**src/rtl/game_pkg.sv**
```systemverilog
// rtl/game_pkg.sv - shared op codes, FSM states, LFSR seed and helpers for enemy_field
// Purpose: common definitions imported by enemy_field.
// Contents: state_e (S_WAIT/S_ERASE/S_MOVE/S_DRAW), OP_DRAW/OP_ERASE, colours,
//           LFSR_SEED, lfsr_next(), lane_x(), init_x().
package game_pkg;

  typedef enum logic [1:0] {
    S_WAIT  = 2'd0,
    S_ERASE = 2'd1,
    S_MOVE  = 2'd2,
    S_DRAW  = 2'd3
  } state_e;

  localparam logic [1:0] OP_DRAW    = 2'b00;
  localparam logic [1:0] OP_ERASE   = 2'b01;
  localparam logic [2:0] COLOUR_ON  = 3'b111;
  localparam logic [2:0] COLOUR_OFF = 3'b000;
  localparam logic [7:0] LFSR_SEED  = 8'h5A;

  // Fibonacci form of x^8+x^6+x^5+x^4+1. The map is invertible and fixes
  // zero, so a non-zero seed can never reach the all-zero state.
  function automatic logic [7:0] lfsr_next(input logic [7:0] s);
    return {s[6:0], s[7] ^ s[5] ^ s[4] ^ s[3]};
  endfunction

  // Lane 0..15 maps to x = 2..152 in steps of 10.
  function automatic logic [7:0] lane_x(input logic [3:0] lane);
    return {4'd0, lane} * 8'd10 + 8'd2;
  endfunction

  // Power-on spread: slot i starts in lane (i*7) mod 16.
  function automatic logic [7:0] init_x(input int i);
    logic [3:0] lane;
    lane = 4'((i * 7) % 16);
    return lane_x(lane);
  endfunction

endpackage

```
**src/rtl/tick_div.sv**
```systemverilog
// rtl/tick_div.sv - free-running divider producing a one-cycle tick every DIV cycles
// Purpose: frame / move timebase.
// Ports: clk, reset (async, active-high), tick (high for one cycle every DIV cycles).
module tick_div #(
  parameter int DIV = 4
) (
  input  logic clk,
  input  logic reset,
  output logic tick
);

  localparam int CW = (DIV > 1) ? $clog2(DIV) : 1;

  logic [CW-1:0] cnt_q, cnt_d;

  always_comb begin
    tick  = (cnt_q == CW'(DIV - 1));
    cnt_d = tick ? '0 : cnt_q + CW'(1);
  end

  always_ff @(posedge clk or posedge reset) begin
    if (reset) cnt_q <= '0;
    else       cnt_q <= cnt_d;
  end

endmodule

```
**src/rtl/enemy_field.sv**
```systemverilog
// rtl/enemy_field.sv - enemy slot field: per-frame erase / move / draw sequencer
// Purpose: keeps x/y of N_SLOTS enemies, moves them on move ticks, respawns on
//          hit or bottom edge, and sequences sprite erase/draw handshakes.
// Ports: clk, reset (async, active-high), active_cnt (live slot request),
//        flying_rate (rows per move), hit (per-slot destroy pulses),
//        draw_done (datapath ack); draw_req, op, x_out, y_out, colour (sprite
//        command), edge_hit and kill (one-cycle event pulses).
module enemy_field
  import game_pkg::*;
#(
  parameter int N_SLOTS   = 10,
  parameter int Y_MAX     = 120,
  parameter int FRAME_DIV = 1666667,
  parameter int MOVE_DIV  = 12500000
) (
  input  logic               clk,
  input  logic               reset,
  input  logic [4:0]         active_cnt,
  input  logic [1:0]         flying_rate,
  input  logic [N_SLOTS-1:0] hit,
  input  logic               draw_done,
  output logic               draw_req,
  output logic [1:0]         op,
  output logic [7:0]         x_out,
  output logic [6:0]         y_out,
  output logic [2:0]         colour,
  output logic               edge_hit,
  output logic               kill
);

  logic frame_tick, move_tick;

  tick_div #(.DIV(FRAME_DIV)) u_frame_div (.clk(clk), .reset(reset), .tick(frame_tick));
  tick_div #(.DIV(MOVE_DIV))  u_move_div  (.clk(clk), .reset(reset), .tick(move_tick));

  state_e             state_q, state_d;
  logic [3:0]         idx_q, idx_d;
  logic               req_q, req_d;
  logic [7:0]         x_q [N_SLOTS];
  logic [7:0]         x_d [N_SLOTS];
  logic [6:0]         y_q [N_SLOTS];
  logic [6:0]         y_d [N_SLOTS];
  logic [7:0]         lfsr_q, lfsr_d;
  logic [N_SLOTS-1:0] hit_pend_q, hit_pend_d;
  logic               move_pend_q, move_pend_d;
  logic               kill_q, kill_d;
  logic               edge_q, edge_d;

  logic [4:0] live_cnt;
  logic       cur_live;
  logic       last_idx;

  assign live_cnt = (active_cnt > 5'(N_SLOTS)) ? 5'(N_SLOTS) : active_cnt;
  assign cur_live = ({1'b0, idx_q} < live_cnt);
  assign last_idx = (idx_q == 4'(N_SLOTS - 1));

  assign draw_req = req_q;
  assign op       = (state_q == S_ERASE) ? OP_ERASE : OP_DRAW;
  assign x_out    = x_q[idx_q];
  assign y_out    = y_q[idx_q];
  assign colour   = (state_q == S_DRAW && cur_live) ? COLOUR_ON : COLOUR_OFF;
  assign edge_hit = edge_q;
  assign kill     = kill_q;

  always_comb begin
    state_d     = state_q;
    idx_d       = idx_q;
    req_d       = req_q;
    x_d         = x_q;
    y_d         = y_q;
    lfsr_d      = lfsr_q;
    hit_pend_d  = hit_pend_q | hit;
    move_pend_d = move_pend_q | move_tick;
    kill_d      = 1'b0;
    edge_d      = 1'b0;

    case (state_q)
      S_WAIT: begin
        if (frame_tick) begin
          state_d = S_ERASE;
          idx_d   = '0;
        end
      end

      S_ERASE, S_DRAW: begin
        // Dead slots cost one cycle; live slots raise req one cycle after the
        // index settles and advance on the same edge that drops req.
        if (!cur_live || (req_q && draw_done)) begin
          req_d = 1'b0;
          if (last_idx) begin
            state_d = (state_q == S_ERASE) ? S_MOVE : S_WAIT;
            idx_d   = '0;
          end else begin
            idx_d = idx_q + 4'd1;
          end
        end else if (!req_q) begin
          req_d = 1'b1;
        end
      end

      S_MOVE: begin
        // Consume the pending vectors; events arriving this very cycle are
        // kept for the next frame.
        hit_pend_d  = hit;
        move_pend_d = move_tick;
        for (int i = 0; i < N_SLOTS; i++) begin
          if (5'(i) < live_cnt) begin
            if (hit_pend_q[i]) begin
              y_d[i] = '0;
              x_d[i] = lane_x(lfsr_d[3:0]);
              lfsr_d = lfsr_next(lfsr_d);
              kill_d = 1'b1;
            end else if (move_pend_q) begin
              if (({1'b0, y_q[i]} + 8'(flying_rate)) >= 8'(Y_MAX)) begin
                y_d[i] = '0;
                x_d[i] = lane_x(lfsr_d[3:0]);
                lfsr_d = lfsr_next(lfsr_d);
                edge_d = 1'b1;
              end else begin
                y_d[i] = y_q[i] + 7'(flying_rate);
              end
            end
          end
        end
        state_d = S_DRAW;
        idx_d   = '0;
      end

      default: state_d = S_WAIT;
    endcase
  end

  always_ff @(posedge clk or posedge reset) begin
    if (reset) begin
      state_q     <= S_WAIT;
      idx_q       <= '0;
      req_q       <= 1'b0;
      lfsr_q      <= LFSR_SEED;
      hit_pend_q  <= '0;
      move_pend_q <= 1'b0;
      kill_q      <= 1'b0;
      edge_q      <= 1'b0;
      for (int i = 0; i < N_SLOTS; i++) begin
        x_q[i] <= init_x(i);
        y_q[i] <= '0;
      end
    end else begin
      state_q     <= state_d;
      idx_q       <= idx_d;
      req_q       <= req_d;
      lfsr_q      <= lfsr_d;
      hit_pend_q  <= hit_pend_d;
      move_pend_q <= move_pend_d;
      kill_q      <= kill_d;
      edge_q      <= edge_d;
      x_q         <= x_d;
      y_q         <= y_d;
    end
  end

endmodule

```
**config.mk**
```make
export PLATFORM = sky130hd
export DESIGN_NAME = enemy_field
export DESIGN_NICKNAME = d
export VERILOG_FILES = /design/src/rtl/game_pkg.sv /design/src/rtl/tick_div.sv /design/src/rtl/enemy_field.sv
export SDC_FILE = /design/constraint.sdc
export NUM_CORES = 1
export LEC_CHECK = 0
export ABC_AREA = 0
export CORE_MARGIN = 2
export CORE_UTILIZATION = 30
export CTS_BUF_LIST = sky130_fd_sc_hd__clkbuf_2 sky130_fd_sc_hd__clkbuf_4 sky130_fd_sc_hd__clkbuf_8
export DETAILED_ROUTE_END_ITERATION = 6
export PLACE_DENSITY_LB_ADDON = 0.1
export SLEW_MARGIN = 30
export SYNTH_ARGS = -nofsm -noshare
export SYNTH_HDL_FRONTEND = slang
export SYNTH_SLANG_ARGS = --single-unit
```
**constraint.sdc**
```tcl
create_clock -name clk -period 9.3 [get_ports clk]
set_input_delay 1.86 -clock clk [delete_from_list [all_inputs] [get_ports clk]]
set_output_delay 1.86 -clock clk [all_outputs]
set_load 0.005 [all_outputs]
```
## Yosys cells after proc, flatten, opt, wreduce, memory -nomap -nowiden

Cells that the tools add are included.

| operators by class | value |
|---|---|
| add/sub/neg operators | 33 |
| multipliers | 10 |
| magnitude comparators | 23 |
| eq/ne operators | 9 |
| muxes and demuxes | 200 |
| bitwise operators | 33 |
| reduce and logical (&&, ||, !) cells | 48 |

Operator list:

| cell | count |
|---|---|
| 8-bit 2-to-1 mux | 81 |
| 7-bit 2-to-1 mux | 32 |
| 7-bit by 2-bit adder with 8-bit output | 10 |
| 8-bit by 2-bit adder with 8-bit output (second input constant) | 10 |
| 8-bit by 7-bit greater-or-equal comparator with 1-bit output (second input constant) | 10 |
| 1-bit 2-to-1 mux | 71 |
| 7-bit by 2-bit adder with 7-bit output | 10 |
| 4-bit by 3-bit multiplier with 7-bit output (second input constant) | 10 |
| 4-bit AND reduction | 10 |
| 2-bit nonzero test | 20 |
| 3-bit AND reduction | 11 |
| 8-bit binary-select mux with 4-bit select | 1 |
| 1-bit XOR | 30 |
| 7-bit binary-select mux with 4-bit select | 1 |
| 24-bit by 1-bit adder with 24-bit output (second input constant) | 1 |
| 24-bit == test (second input constant) | 1 |
| 24-bit 2-to-1 mux | 1 |
| 21-bit by 1-bit adder with 21-bit output (second input constant) | 1 |
| 21-bit == test (second input constant) | 1 |
| 21-bit 2-to-1 mux | 1 |
| 3-bit by 5-bit less-than comparator with 1-bit output (first input constant) | 4 |
| 4-bit 2-to-1 mux | 3 |
| 4-bit case mux with 3 select lines | 1 |
| 1-bit by 5-bit less-than comparator with 1-bit output (first input constant) | 2 |
| 24 further kinds | 33 |

| storage, ports and cells | value |
|---|---|
| register bits | 223 |
| input bits | 20 |
| output and inout port bits | 23 |
| word-level logic and storage cells | 386 |

## Logic depth before layout (Yosys ltp)

| depth | value |
|---|---|
| word-level depth | 79 |
| depth in mapped cells | 28 |
| mapped depth without buffers | 26 |

## Modules after synthesis

Synthesis repeated with hierarchy kept, for this count alone.

| second synthesis, totals | value |
|---|---|
| cell total of the unflattened synthesis | 1,760 |
| area total of the unflattened synthesis | 16,118.0 um2 |

By module, submodules not included:

| module | instances | cells each | area each (um2) | seq. area each (um2) |
|---|---|---|---|---|
| enemy_field | 1 | 1,530 | 13,793.2 | 4,244.1 |
| tick_div at u_move_div | 1 | 126 | 1,221.2 | 600.6 |
| tick_div at u_frame_div | 1 | 104 | 1,103.6 | 525.5 |

## Least setup slack after synthesis

OpenSTA, ideal clock, no wires.

| path | value |
|---|---|
| kind | in2reg |
| start | in flying_rate[0] |
| end | reg x_q[15] (netlist bit) |
| library setup time | 0.069 ns |
| data arrival time | 7.344 ns |
| required time | 9.231 ns |
| slack | 1.887 ns |
| cell stages on the path | 26 |
| path buffers | 2 |
| path through | ha_1 fa_1 and4b_1 buf_6 a31o_2 o211ai_2 and2_1 buf_6 inv_4 o221a_1 nor3_2 o32a_4 inv_4 xnor2_1 xnor3_1 mux2_4 nor2_2 nor2_1 mux2_4 ha_1 ha_1 fa_1 and3_1 nand3_4 or3_1 nand3_1 |

| between the ends | value |
|---|---|
| cells in the longest elaborated chain, start to end | 53 |
| elaborated cells between the ends (all ways) | 86 |
| classes of those cells | 10 x add/sub; 1 x mul; 9 x order compare; 43 x mux; 21 x bitwise; 2 x reduce/logical |

RTL lines:

| item | line | source |
|---|---|---|
| start, declared | enemy_field.sv:19 | `input logic [1:0] flying_rate,` |
| 7-bit by 2-bit adder with 8-bit output | enemy_field.sv:114 | `if (({1'b0, y_q[i]} + 8'(flying_rate)) >= 8'(Y_MAX)) begin` |
| 8-bit by 7-bit greater-or-equal comparator with 1-bit output | enemy_field.sv:114 |  |
| 8-bit 2-to-1 mux | enemy_field.sv:114 |  |
| 8-bit 2-to-1 mux | enemy_field.sv:113 | `end else if (move_pend_q) begin` |
| 8-bit 2-to-1 mux | enemy_field.sv:108 | `if (hit_pend_q[i]) begin` |
| 8-bit 2-to-1 mux | enemy_field.sv:107 | `if (5'(i) < live_cnt) begin` |
| 8-bit 2-to-1 mux | enemy_field.sv:77 | `case (state_q)` |
| 1-bit XOR (3 in series) | game_pkg.sv:23 | `return {s[6:0], s[7] ^ s[5] ^ s[4] ^ s[3]};` |
| [... 35 more ...] | -- |  |
| 8-bit 2-to-1 mux | enemy_field.sv:108 |  |
| 8-bit 2-to-1 mux | enemy_field.sv:107 |  |
| 8-bit 2-to-1 mux | enemy_field.sv:77 |  |
| 4-bit by 3-bit multiplier with 7-bit output | game_pkg.sv:28 | `return {4'd0, lane} * 8'd10 + 8'd2;` |
| 8-bit by 2-bit adder with 8-bit output | game_pkg.sv:28 |  |
| 8-bit 2-to-1 mux | enemy_field.sv:114 |  |
| 8-bit 2-to-1 mux | enemy_field.sv:113 |  |
| 8-bit 2-to-1 mux | enemy_field.sv:108 |  |
| end signal, assigned by index | enemy_field.sv:144 | `x_q[i] <= init_x(i);` |
| end, declared | enemy_field.sv:39 | `logic [7:0] x_q [N_SLOTS];` |

Several ways; a longest one is shown, not always the timed one. The select of a mux whose other input is x is not followed.
A chain may end at the register's enable or synchronous reset.

## Worst setup path after layout

| path | value |
|---|---|
| start | in flying_rate[1] |
| end | reg x_q[15] (netlist bit) |

The elaborated chain is that of the path after synthesis.

==> impl_results.md <==
* Synth top area cells: dfrtp_1 (28%), ha_1 (6.1%), nand2_1 (5.8%), o21ai_0 (5.7%), dfstp_2 (5.2%)
* Clock-pin slew on the worst setup and hold paths at 0.05 ns
* Crit Path Class: primary input to register
* Ports at 43
* Dpl hpwl at 38100 um
* Grt ovf at 0
* Initial Utilization at 30.3%
* Post-CTS setup buffers at 0
* CTS Sinks at 213
* Achievable frequency at 0.122 GHz
* Total negative setup slack at 0 ns
* Count leader, synth: nand2_1
* Count of cell types in the netlist at 116
* Routed Antenna Nets at 0
* Worst-Margin Slew at 0.857 ns
* Period utilisation layout at 87.8%
* CTS tree: done
* Die area at 0.0562 mm2
* Fin nets at 1973
* Run status: completed
* Antenna violations before repair at 1
* Setup crit end kind: register
* Root buffer cell: clkbuf_8
* Fraction of registers with async set/reset at 100%
* DR iter-0 viols at 849
* Detailed Routing Iterations Pass 1 at 5
* Largest net degree at the start of global routing at 103
* Top cell type's share of synthesized area at 27.8%
* Routed length on met2 at 22800 um
* Routed WL at 50900 um
* Rel. slew slack at 42.9%
* Final hold vios at 0
* Hold slack at 0.465 ns
* WL met3 at 2510 um
* Core area at 0.0537 mm2
* Num rows at 85
* Netlist Area Pre-Place at 0.0163 mm2
* CTS Buf Count at 45
* FF+latch count, synth at 213
* Tot GR Track Use at 18.4%
* RSZ-0062 raised after global routing: false
* Max layer used: met4
* Placed cell areas at 0.0174 mm2
* Max Slew Vio Count at 0
* Worst EP required at 9.85 ns
* Resized cells post-CTS at 0
* Min Tclk post-route at 8.17 ns
* Max Cap Viol at 0
* Syn Inst Count at 1827
* Input/output buffers at 40
* Final Skew at 0.0292 ns
* Post-synth EDFFs at 0
* Vias per cell at 5.26
* Placer Congestion at 0.886
* Main flop type after synthesis: dfrtp_1
* WL met1 at 24000 um
* Share of layout cells above drive strength 1 at 14.8%
* Cts hold-fix bufs at 0
* Area grow syn2layout at 12.9%
* Commonest cells post-synth: nand2_1 (253), o21ai_0 (185), dfrtp_1 (181)
* Final setup fails at 0
* Die Span X at 237 um
* H-tree depth at 2
* Clk Latency, worst-skew pair at 0.63 ns
* First-pass GRT wire length at 80300 um
* DRC at 0
* Arrival time at the worst endpoint at 8.72 ns
* Bufs on Longest Clock Path at 3
* Design Area, Final at 0.0184 mm2
* Die Ht at 237 um
* Critical path startpoint category: primary input
* Via count at 13600
* Hold crit path type: register to register
* Syn avg cell area at 8.91 um2
* Synth area leader: dfrtp_1
* Wire per inst at 19.7 um
* Register area share after synthesis at 33.0%
* Yosys warning count at 0
* Vias in the first global route at 13700
* Worst-path fanout max at 13
## routing by layer
layer,vias up,track usage (%)
met3,81,3.15
met5,-,0
met1,6572,25.1
met2,304,29.3
li1,6650,-
met4,0,6.25
## cell type report
class | count | area [um2]
Antenna cell | 1 | 2.50
Clock buffer | 74 | 925
Clock inverter | 8 | 75.1
Fill cell | 5557 | 35300
Inverter | 62 | 245
Multi-Input combinational cell | 1464 | 10300
Sequential cell | 213 | 5370
Tap cell | 696 | 871
Timing Repair Buffer | 68 | 614
## layout by cell type (no fill, tap or decap), types with 9 or more instances in the layout
| cell type | synthesis | final |
|---|---|---|
| nor2b_1 | 16 | 16 |
| nand2_1 | 253 | 253 |
| a21o_1 | 25 | 25 |
| a211oi_1 | 15 | 15 |
| or2_2 | 14 | 14 |
| nand2b_1 | 19 | 19 |
| a221oi_1 | 18 | 18 |
| clkdlybuf4s50_1 | 0 | 40 |
| a21oi_1 | 75 | 75 |
| nand3_1 | 69 | 69 |
| fa_1 | 20 | 20 |
| nand4_1 | 25 | 25 |
| a22oi_1 | 13 | 13 |
| o211ai_1 | 11 | 11 |
| o41ai_1 | 9 | 9 |
| nor2_1 | 142 | 142 |
| clkbuf_4 | 0 | 15 |
| and2_1 | 18 | 18 |
| o21ai_0 | 185 | 185 |
| mux4_2 | 27 | 27 |
| dfstp_2 | 32 | 32 |
| a31oi_1 | 16 | 15 |
| mux2_2 | 28 | 28 |
| or3_1 | 15 | 15 |
| clkbuf_8 | 0 | 59 |
| dfrtp_1 | 181 | 180 |
| xnor2_1 | 74 | 74 |
| mux2i_1 | 19 | 19 |
| ha_1 | 79 | 79 |
| buf_4 | 6 | 27 |
| and3_1 | 30 | 30 |
| o21ai_1 | 11 | 11 |
| nor3_1 | 26 | 26 |
| o31ai_1 | 18 | 18 |
| xor2_1 | 47 | 47 |
| inv_1 | 57 | 55 |
## cells by family after synthesis
| logic type | count (synthesis) | share of synthesized area, % |
|---|---|---|
| flip-flops | 213 | 33.0 |
| other | 1 | 0.0230 |
| adder cells (fa/ha/maj) | 99 | 8.53 |
| buffers and inverters | 151 | 4.08 |
| XOR/XNOR | 123 | 6.75 |
| multiplexers | 85 | 8.08 |
| AND/OR/NAND/NOR | 670 | 19.6 |
| AO/OA/AOI/OAI | 485 | 20.0 |
## flip-flops by register name (all words and copies together) (netlist names), 2 cells and up
register / cells
hit_pend_q: 10
u_move_div.cnt_q: 24
lfsr_q: 8
state_q: 2
u_frame_div.cnt_q: 21
x_q: 70
idx_q: 4
y_q: 70
## critical path: stages
cell,delay [ns]
clkdlybuf4s50_1,0.78
buf_4,0.37
ha_1,0.29
a211oi_1,0.27
o2bb2ai_1,0.23
a22o_1,0.59
nor3_1,0.15
nor3_1,0.39
a22o_1,0.22
and3b_1,0.23
or3_1,0.37
a31o_1,0.23
and3_1,0.14
nor3_1,0.34
nor2_1,0.11
mux2_4,0.34
ha_1,0.32
ha_1,0.23
fa_1,0.51
and3_1,0.21
nand3_4,0.09
or3_1,0.35
nand3_1,0.08
## per-stage QoR
step / worst slack, ns / util, % / cells
after floorplan: 1.67 / - / 1828
after detailed placement: 0.453 / 32.3 / 2503
after global placement: 0.448 / 32.3 / 2503
after global routing: 0.599 / 34.2 / 2586
final: 1.13 / 34.2 / 2586
after CTS: 1.14 / 34.2 / 2585
## worst paths after layout
check / depth (start not counted) / endpoint / slack, ns / startpoint
hold / removal: 2 / x_q[14] / 0.47 / x_q[14]
hold reg to reg: 2 / x_q[14] / 0.47 / x_q[14]
min in group asynchronous: 2 / y_q[32] / 1.76 / reset
setup / recovery: 23 / x_q[15] / 1.13 / flying_rate[1]
max in group asynchronous: 3 / u_move_div.cnt_q[5] / 6.22 / reset
setup reg to reg: 23 / x_q[15] / 2.70 / y_q[63]
Power is not shown: default switching activity piles up to over one toggle a cycle in this logic, so the estimate is an artifact.
